$ cat src/rtl/inst_fetch_if.sv
// Fetch-stage bus bundle: ROM port, execute redirect and decode handshake.
// master is the fetch stage's view; slave is the surrounding ROM/execute/decode side.
`ifndef ADDR_WIDTH
`define ADDR_WIDTH 32
`endif
`ifndef DATA_WIDTH
`define DATA_WIDTH 32
`endif
`ifndef ZeroWord
`define ZeroWord 32'h0000_0000
`endif

interface inst_fetch_if;
    logic                   fetch_en;
    logic [`ADDR_WIDTH-1:0] rom_addr;
    logic [`DATA_WIDTH-1:0] rom_inst;
    logic                   redir_valid;
    logic [`ADDR_WIDTH-1:0] redir_target;
    logic                   out_valid;
    logic                   out_ready;
    logic [`DATA_WIDTH-1:0] out_inst;
    logic [`ADDR_WIDTH-1:0] out_pc;
    logic                   out_exc;

    modport master (
        input  fetch_en,
        input  rom_inst,
        input  redir_valid,
        input  redir_target,
        input  out_ready,
        output rom_addr,
        output out_valid,
        output out_inst,
        output out_pc,
        output out_exc
    );

    modport slave (
        output fetch_en,
        output rom_inst,
        output redir_valid,
        output redir_target,
        output out_ready,
        input  rom_addr,
        input  out_valid,
        input  out_inst,
        input  out_pc,
        input  out_exc
    );
endinterface

$ cat src/rtl/inst_fetch.sv
// Instruction fetch: PC register, combinational ROM access and a 2-entry buffer to decode.
// Define IF_MISALIGN_TRAP_EN to trap on misaligned redirect targets instead of aligning them.
`ifndef ADDR_WIDTH
`define ADDR_WIDTH 32
`endif
`ifndef DATA_WIDTH
`define DATA_WIDTH 32
`endif
`ifndef ZeroWord
`define ZeroWord 32'h0000_0000
`endif

module inst_fetch #(
    parameter logic [`ADDR_WIDTH-1:0] RESET_PC = 32'h0000_0000
) (
    input  logic         CLK,
    input  logic         RST_N,
    inst_fetch_if.master bus
);
    localparam int unsigned AW = `ADDR_WIDTH;
    localparam int unsigned DW = `DATA_WIDTH;

    logic [AW-1:0] pc_q, pc_d;
    logic [AW-1:0] buf_pc_q   [2];
    logic [DW-1:0] buf_inst_q [2];
    logic          rd_ptr_q, rd_ptr_d;
    logic          wr_ptr_q, wr_ptr_d;
    logic [1:0]    count_q, count_d;
    logic          head_valid;
    logic          pop;
    logic          push;
    logic [AW-1:0] redir_pc;

`ifdef IF_MISALIGN_TRAP_EN
    logic          halted_exc_q, halted_exc_d;
    logic          push_exc;
    logic          buf_exc_q [2];

    assign push_exc = pc_q[1:0] != 2'b00;
    assign redir_pc = bus.redir_target;
`else
    logic          halted_exc_q;

    assign halted_exc_q = 1'b0;
    assign redir_pc     = bus.redir_target & {{(AW-2){1'b1}}, 2'b00};
`endif

    assign head_valid = count_q != 2'd0;
    // A handshake coinciding with a redirect is dropped; decode discards it on its side.
    assign pop  = head_valid && bus.out_ready && !bus.redir_valid;
    assign push = bus.fetch_en && !bus.redir_valid && !halted_exc_q &&
                  (count_q != 2'd2 || pop);

    always_comb begin
        pc_d     = pc_q;
        rd_ptr_d = rd_ptr_q;
        wr_ptr_d = wr_ptr_q;
        count_d  = count_q;
        if (bus.redir_valid) begin
            pc_d     = redir_pc;
            rd_ptr_d = 1'b0;
            wr_ptr_d = 1'b0;
            count_d  = 2'd0;
        end else begin
            if (push) begin
                pc_d     = pc_q + AW'(4);
                wr_ptr_d = ~wr_ptr_q;
            end
            if (pop) begin
                rd_ptr_d = ~rd_ptr_q;
            end
            case ({push, pop})
                2'b10:   count_d = count_q + 2'd1;
                2'b01:   count_d = count_q - 2'd1;
                default: count_d = count_q;
            endcase
        end
    end

`ifdef IF_MISALIGN_TRAP_EN
    always_comb begin
        halted_exc_d = halted_exc_q;
        if (bus.redir_valid) begin
            halted_exc_d = 1'b0;
        end else if (push && push_exc) begin
            halted_exc_d = 1'b1;
        end
    end

    always_ff @(posedge CLK or negedge RST_N) begin
        if (!RST_N) begin
            halted_exc_q <= 1'b0;
            buf_exc_q[0] <= 1'b0;
            buf_exc_q[1] <= 1'b0;
        end else begin
            halted_exc_q <= halted_exc_d;
            if (push) begin
                buf_exc_q[wr_ptr_q] <= push_exc;
            end
        end
    end
`endif

    always_ff @(posedge CLK or negedge RST_N) begin
        if (!RST_N) begin
            pc_q     <= RESET_PC;
            rd_ptr_q <= 1'b0;
            wr_ptr_q <= 1'b0;
            count_q  <= 2'd0;
        end else begin
            pc_q     <= pc_d;
            rd_ptr_q <= rd_ptr_d;
            wr_ptr_q <= wr_ptr_d;
            count_q  <= count_d;
        end
    end

    always_ff @(posedge CLK or negedge RST_N) begin
        if (!RST_N) begin
            for (int i = 0; i < 2; i++) begin
                buf_pc_q[i]   <= '0;
                buf_inst_q[i] <= `ZeroWord;
            end
        end else if (push) begin
            buf_pc_q[wr_ptr_q] <= pc_q;
`ifdef IF_MISALIGN_TRAP_EN
            // A trapping entry carries no instruction bits.
            buf_inst_q[wr_ptr_q] <= push_exc ? `ZeroWord : bus.rom_inst;
`else
            buf_inst_q[wr_ptr_q] <= bus.rom_inst;
`endif
        end
    end

    always_comb begin
        bus.rom_addr  = pc_q;
        bus.out_valid = head_valid;
        bus.out_pc    = head_valid ? buf_pc_q[rd_ptr_q] : '0;
        bus.out_inst  = head_valid ? buf_inst_q[rd_ptr_q] : `ZeroWord;
`ifdef IF_MISALIGN_TRAP_EN
        bus.out_exc   = head_valid ? buf_exc_q[rd_ptr_q] : 1'b0;
`else
        bus.out_exc   = 1'b0;
`endif
    end

endmodule

$ cat src/flat_wrapper.sv
// flat-port wrapper written by rule: the top's interface ports become plain ports
module inst_fetch_flat 
#(
    parameter logic [`ADDR_WIDTH-1:0] RESET_PC = 32'h0000_0000
)
  (CLK, RST_N, bus_fetch_en, bus_rom_inst, bus_redir_valid, bus_redir_target, bus_out_ready, bus_rom_addr, bus_out_valid, bus_out_inst, bus_out_pc, bus_out_exc);
  inst_fetch_if bus_i ();
  input  logic CLK;
  input  logic RST_N;
  input wire logic [$bits(bus_i.fetch_en)-1:0] bus_fetch_en;
  input wire logic [$bits(bus_i.rom_inst)-1:0] bus_rom_inst;
  input wire logic [$bits(bus_i.redir_valid)-1:0] bus_redir_valid;
  input wire logic [$bits(bus_i.redir_target)-1:0] bus_redir_target;
  input wire logic [$bits(bus_i.out_ready)-1:0] bus_out_ready;
  output wire logic [$bits(bus_i.rom_addr)-1:0] bus_rom_addr;
  output wire logic [$bits(bus_i.out_valid)-1:0] bus_out_valid;
  output wire logic [$bits(bus_i.out_inst)-1:0] bus_out_inst;
  output wire logic [$bits(bus_i.out_pc)-1:0] bus_out_pc;
  output wire logic [$bits(bus_i.out_exc)-1:0] bus_out_exc;
  assign bus_i.fetch_en = bus_fetch_en;
  assign bus_i.rom_inst = bus_rom_inst;
  assign bus_i.redir_valid = bus_redir_valid;
  assign bus_i.redir_target = bus_redir_target;
  assign bus_i.out_ready = bus_out_ready;
  assign bus_rom_addr = bus_i.rom_addr;
  assign bus_out_valid = bus_i.out_valid;
  assign bus_out_inst = bus_i.out_inst;
  assign bus_out_pc = bus_i.out_pc;
  assign bus_out_exc = bus_i.out_exc;
  inst_fetch #(.RESET_PC(RESET_PC)) u_core (.CLK(CLK), .RST_N(RST_N), .bus(bus_i));
endmodule
$ cat config.mk
export PLATFORM = sky130hd
export DESIGN_NAME = inst_fetch_flat
export DESIGN_NICKNAME = d
export VERILOG_FILES = /design/src/rtl/inst_fetch_if.sv /design/src/rtl/inst_fetch.sv /design/src/flat_wrapper.sv
export SDC_FILE = /design/constraint.sdc
export NUM_CORES = 1
export LEC_CHECK = 0
export CORE_UTILIZATION = 31
export DETAILED_ROUTE_END_ITERATION = 7
export HOLD_SLACK_MARGIN = 0.06
export SLEW_MARGIN = 0
export SYNTH_ARGS = -nofsm -noshare
export SYNTH_HDL_FRONTEND = slang
export SYNTH_SLANG_ARGS = --single-unit
$ cat constraint.sdc
create_clock -name CLK -period 4.5 [get_ports CLK]
set_input_delay 0.675 -clock CLK [delete_from_list [all_inputs] [get_ports CLK]]
set_output_delay 0.675 -clock CLK [all_outputs]
set_load 0.02 [all_outputs]
# == Word-level counts from Yosys, hierarchy flattened ==
# Cells that the tools add are included.
# word_totals
reg_bits,164
in_bits,69
out_inout_bits,98
word_cells,52
# op_classes
add_sub_neg,3
order_cmp,3
eq_ne,3
muxes,20
bitwise_logic,4
reduce_logical,11
# ops
cell,n
32-bit two-way mux,11
64-bit bitwise mux,2
32-bit by 3-bit adder with 32-bit output (second input constant),1
32-bit demux with 1-bit select,1
2-bit nonzero test,3
1-bit logical AND,5
2-bit >= comparator (second input constant),2
1-bit two-way mux,4
1-bit NOT with 2-bit output,2
2-bit one-hot mux with 2 select lines,1
3-bit nonzero test,1
2-bit by 1-bit adder with 2-bit output (second input constant),1
2-bit by 1-bit == test with 1-bit output (second input constant),1
2-bit == test (second input constant),1
2-bit by 1-bit < comparator with 1-bit output (second input constant),1
2-bit two-way mux,1
2-bit inequality test (second input constant),1
1-bit NOT,2
2-bit by 1-bit subtractor with 2-bit output (second input constant),1
1-bit zero test,1
1-bit logical OR,1

# == Depth between registers and ports, before layout ==
# depth
word_depth,8
depth_mapped,7
depth_no_buf,5

# == Worst setup path after synthesis ==
# OpenSTA, ideal clock, no wires.
# synth_path
kind,in2reg
start,input bus_out_ready
end,register u_core.buf_pc_q[21] (netlist name)
setup_ns,0.125
arrival_time_ns,2.073
t_required_ns,4.375
setup_slack_ns,2.302
path_stages,5
cell_sequence,or3b_2 > nand4_1 > buf_2 > buf_2 > mux2_2
# synth_via
elab_chain_cells,4
# synth_rtl
item,line_no,text
start: declaration,flat_wrapper.sv:14,input wire logic [$bits(bus_i.out_ready)-1:0] bus_out_ready;
1-bit logical AND (2 in a row),inst_fetch.sv:50,assign pop = head_valid && bus.out_ready && !bus.redir_valid;
1-bit logical OR,inst_fetch.sv:52,(count_q != 2'd2 || pop);
1-bit logical AND,inst_fetch.sv:51,assign push = bus.fetch_en && !bus.redir_valid && !halted_exc_q &&
end signal: indexed assignment,inst_fetch.sv:125,buf_pc_q[wr_ptr_q] <= pc_q;
end: declaration,inst_fetch.sv:24,logic [AW-1:0] buf_pc_q [2];
# Every way passes these cells.
# A chain may end at the register's enable or synchronous reset.

# == Worst setup path in the final report ==
# layout_path
start,register u_core.count_q[0]
end,output bus_out_valid
# layout_via
elab_chain_cells,1
# layout_rtl
item,line_no,text
start: declaration,inst_fetch.sv:28,"logic [1:0] count_q, count_d;"
start signal: assignment,inst_fetch.sv:114,count_q <= count_d;
2-bit nonzero test,inst_fetch.sv:48,assign head_valid = count_q != 2'd0;
end: declaration,flat_wrapper.sv:16,output wire logic [$bits(bus_i.out_valid)-1:0] bus_out_valid;
# Every way passes these cells.

==> impl_metrics.csv <==
group,metric,value,unit
run_status,status,"finished with violations",
run_status,violations,"DRC",
global_route,all_layer_gr_usage,0.156,
clock_network,clk_path_buf_depth,2,
power_and_ir_drop,power.ir.vdd_worst,194,uV
setup_path,worst_setup_path_end_kind,"output pin",
setup_path,critical-path-max-stage-delay,0.57,ns
sta,fin_crit_sh,0.731,
sta,final-max-slew-violation-count,0,
global_route,grt_pass1_vias,5436,
synth,post_synth_and_or_nand_nor_area_fraction,0.126,
layout,final_net_count,874,
layout,instances_no_fill,1142,
sta,max_freq,304,MHz
layout,fraction_of_layout_instances_using_a_drive_strength_above_1,0.212,
synth,synth_top_family_by_area,"multiplexers",
floorplan,design.core.area,24200,um2
clock_network,cts-buffers-inserted,17,
power_and_ir_drop,cellPowerDensity,442,nW/um2
setup_path,worst_path_max_fanout,52,
clock_network,htree_num_levels,4,
synth,synthArstFlopShare,1.00,
sta,worst_pin_slew,0.923,ns
drt,drt.antenna.violating_nets,0,
setup_path,startpoint_type,"register",
layout,layout.filler_cells,2352,
synth,ys_seq_area_frac,0.518,
job,timing.max_cap.violations,0,
drt,detailroute.via_count,5592,
drt,first_iter_violations,300,
power_and_ir_drop,p_switching,1350,uW
synth,post_synth_xor_area_fraction,0.00917,
placement,hpwl,12500,um
floorplan,fp.dieH,159,um
synth,synth-adder-area-share,0.00164,
layout,syn2layout_area_growth,32.6,%
clock_network,holdBufCountCts,0,
setup_path,critPathLaunch,"u_core.count_q[0]",
floorplan,design.die.area,25300,um2
clock_network,cts_setup_buffers,0,
power_and_ir_drop,cellLeakagePower,0.00397,uW
placement,numPlacedInstances,1109,
setup_path,crit_path_cell_trace,"nor2_4 -> buf_4 -> inv_1 -> clkdlybuf4s50_1",
global_route,groute.layer.met1.usage,0.214,
synth,most_used_flip_flop_cell_after_synthesis,"sky130_fd_sc_hd__dfrtp_1",
synth,post_synth_inst_count,660,
sta,finalClockSkew,0.0108,ns
power_and_ir_drop,comb_power_share,0.229,
sta,grt_setup_unrepaired,"false",
floorplan,num_io_pins,167,
global_route,grt_max_degree,99,
synth,post_synth_mux_area_share,0.258,
setup_path,timing.critical_path.arrival,2.61,ns
setup_path,critical_path.reg2reg.startpoint,"u_core.bus.rom_addr[2]",
drt,drt-vias-per-instance,4.90,
power_and_ir_drop,power.sequential.fraction,0.443,
setup_path,slowest_library_cell_on_the_worst_path,"sky130_fd_sc_hd__buf_4",
setup_path,timing.setup.critical_path_class,"reg -> out",
sta,fin_crit,3.29,ns
global_route,met2_usage,0.242,
synth,synth-seq-cells,158,
clock_network,cts_tree,"done",
global_route,global_route_wire_length_before_repair,31100,um
clock_network,clk-insertion-delay-late,0.42,ns
synth,synth-edff-count,0,
synth,synthDistinctLibCells,53,
global_route,grt_util_met3,0.0401,
drt,routed_wl,19100,um
sta,slew_headroom,0.385,
placement,portBuffers,159,
global_route,globalRouteOverflowTotal,0,
power_and_ir_drop,switching_share,0.301,
global_route,grt_antenna_before_repair,0,
floorplan,dieWidth,159,um
clock_network,cts.repair.resized,0,
clock_network,cts.sink_count,158,
setup_path,worstPathRequired,3.83,ns
synth,synth_area,7640,um2
floorplan,row_count,57,
clock_network,clk_transition_reported_paths,0.07,ns
sta,final_hold_viol_count,0,
worst_hold_path,holdCritPathClass,"in -> async",
clock_network,clockRootBuffer,"sky130_fd_sc_hd__clkbuf_16",
floorplan,initial_standard_cell_utilization_of_the_core,0.315,
power_and_ir_drop,p_int,3130,uW
synth,postSynthAreaPerCell,11.6,um2
synth,synth_compound_area_frac,0.0519,
sta,setup_viol,0,
power_and_ir_drop,p_total,4480,uW
drt,route.detailed.wl_per_inst,16.7,um
global_route,grt_most_used_layer,"met2",
drt,drt_drc_violations_left,4,
drt,drt_pass1_iterations,6,
power_and_ir_drop,p_clk_frac,0.328,
synth,synthesis.yosys.warnings,0,
sta,fin_setup_tns,0,ns
placement,final_weighted_congestion_in_routability_driven_placement,0.756,
==> stage by stage <==
step | worst slack (ns) | util | hold slack (ns) | instance area (um2)
6_report | 1.21 | 0.418 | 0.351 | 10100
5_1_grt | 1.01 | 0.418 | 0.418 | 10100
4_1_cts | 1.11 | 0.418 | 0.389 | 10100
3_5_place_dp | 1.43 | 0.393 | 0.475 | 9540
3_3_place_gp | 1.45 | 0.393 | 0.467 | 9540
2_1_floorplan | 2.30 | - | 0.379 | 7650
==> worst max-delay path: cells and delay by family (launching register included) <==
family	cells	cell delay, ns
AND/OR/NAND/NOR	1	0.36
buffers and inverters	3	1.28
flip-flops	1	0.48
==> logic make-up (layout without fill, tap and decap cells) <==
| logic type | after synthesis | after routing |
|---|---|---|
| and+or+nand+nor | 194 | 194 |
| muxes | 182 | 182 |
| DFF | 158 | 158 |
| AOI/OAI and AO/OA | 59 | 59 |
| buffers and inverters | 57 | 210 |
| xor gates and xnor gates | 8 | 8 |
| adders and majority gates | 1 | 1 |
| other | 1 | 6 |
==> final timing paths <==
check,to,slack (ns),depth (start not counted)
max reg2reg,u_core.bus.rom_addr[24],2.18,5
max,bus_out_valid,1.21,4
max in group asynchronous,u_core.buf_pc_q[61],3.12,2
min reg2reg,u_core.buf_pc_q[31],0.48,2
min in group CLK,u_core.buf_pc_q[31],0.48,2
min,u_core.buf_inst_q[57],0.35,1
==> metal layers <==
layer / vias up / wire length (um)
met5: - / 0
met4: 0 / 197
met3: 15 / 1080
met2: 152 / 8810
met1: 2752 / 8970
li1: 2673 / -
==> registers in the layout, indices dropped and copies added, names as in the netlist <==
register and cells:
u_core.buf_inst_q 64, u_core.buf_pc_q 60, u_core.bus.rom_addr 30, u_core.count_q 2, u_core.rd_ptr_q 1, u_core.wr_ptr_q 1
==> power by group through the flow <==
stage / logic (uW) / registers (uW) / clock network, uW
detailed placement: 1040 / 2010 / 0
floorplan: 657 / 1960 / 0
global route: 1120 / 2040 / 1570
finish: 1030 / 1980 / 1470
global placement: 1030 / 2000 / 0
CTS: 1050 / 1990 / 1510
==> Yosys cell counts (2+ instances only) <==
master	instances	area [um2]
sky130_fd_sc_hd__and4_1	5	43.8
sky130_fd_sc_hd__nor4_1	3	18.8
sky130_fd_sc_hd__dfrtp_1	158	3950
sky130_fd_sc_hd__o31ai_1	8	60.1
sky130_fd_sc_hd__or4b_1	2	20.0
sky130_fd_sc_hd__buf_1	7	26.3
sky130_fd_sc_hd__buf_2	16	80.1
sky130_fd_sc_hd__or4_1	14	105
sky130_fd_sc_hd__a31o_2	2	17.5
sky130_fd_sc_hd__o211ai_1	3	22.5
sky130_fd_sc_hd__buf_4	5	37.5
sky130_fd_sc_hd__nand2_1	31	116
sky130_fd_sc_hd__xor2_1	4	35.0
sky130_fd_sc_hd__nor3_1	3	15.0
sky130_fd_sc_hd__inv_1	8	30.0
sky130_fd_sc_hd__clkbuf_2	2	10.0
sky130_fd_sc_hd__nor4b_1	2	17.5
sky130_fd_sc_hd__nand4_1	15	93.8
sky130_fd_sc_hd__o31a_1	2	17.5
sky130_fd_sc_hd__mux2_2	119	1340
sky130_fd_sc_hd__o21ai_0	17	85.1
sky130_fd_sc_hd__a21oi_1	3	15.0
sky130_fd_sc_hd__nand2b_1	2	12.5
sky130_fd_sc_hd__clkbuf_1	17	63.8
sky130_fd_sc_hd__a311o_1	3	30.0
sky130_fd_sc_hd__and2_1	2	12.5
sky130_fd_sc_hd__nor2_1	88	330
sky130_fd_sc_hd__mux2i_1	63	631
sky130_fd_sc_hd__nand3_1	17	85.1
sky130_fd_sc_hd__xnor2_1	4	35.0
sky130_fd_sc_hd__a31oi_1	13	81.3
==> placed cells by master (no fill, tap or decap), types with 9 or more instances in the layout <==
master                            synthesis  final
sky130_fd_sc_hd__a31oi_1                 13     13
sky130_fd_sc_hd__buf_4                    5      9
sky130_fd_sc_hd__clkbuf_16                0     17
sky130_fd_sc_hd__clkdlybuf4s50_1          0    158
sky130_fd_sc_hd__dfrtp_1                158    157
sky130_fd_sc_hd__mux2_2                 119    119
sky130_fd_sc_hd__mux2i_1                 63     63
sky130_fd_sc_hd__nand2_1                 31     31
sky130_fd_sc_hd__nand3_1                 17     17
sky130_fd_sc_hd__nand4_1                 15     15
sky130_fd_sc_hd__nor2_1                  88     87
sky130_fd_sc_hd__o21ai_0                 17     17
sky130_fd_sc_hd__or4_1                   14     14
==> cell type report <==
class / count / area [um2] / share of cell area
clock inverters: 15 / 164 / 0.0162
well taps: 324 / 405 / 0.0400
flip-flops and latches: 158 / 3960 / 0.391
diodes: 1 / 2.50 / 0.000247
repair buffers: 170 / 1700 / 0.168
inverters: 8 / 30.0 / 0.00296
multi-input cells: 449 / 3450 / 0.340
clock buffers: 17 / 425 / 0.0420
Power figures use the tool's default switching activity.
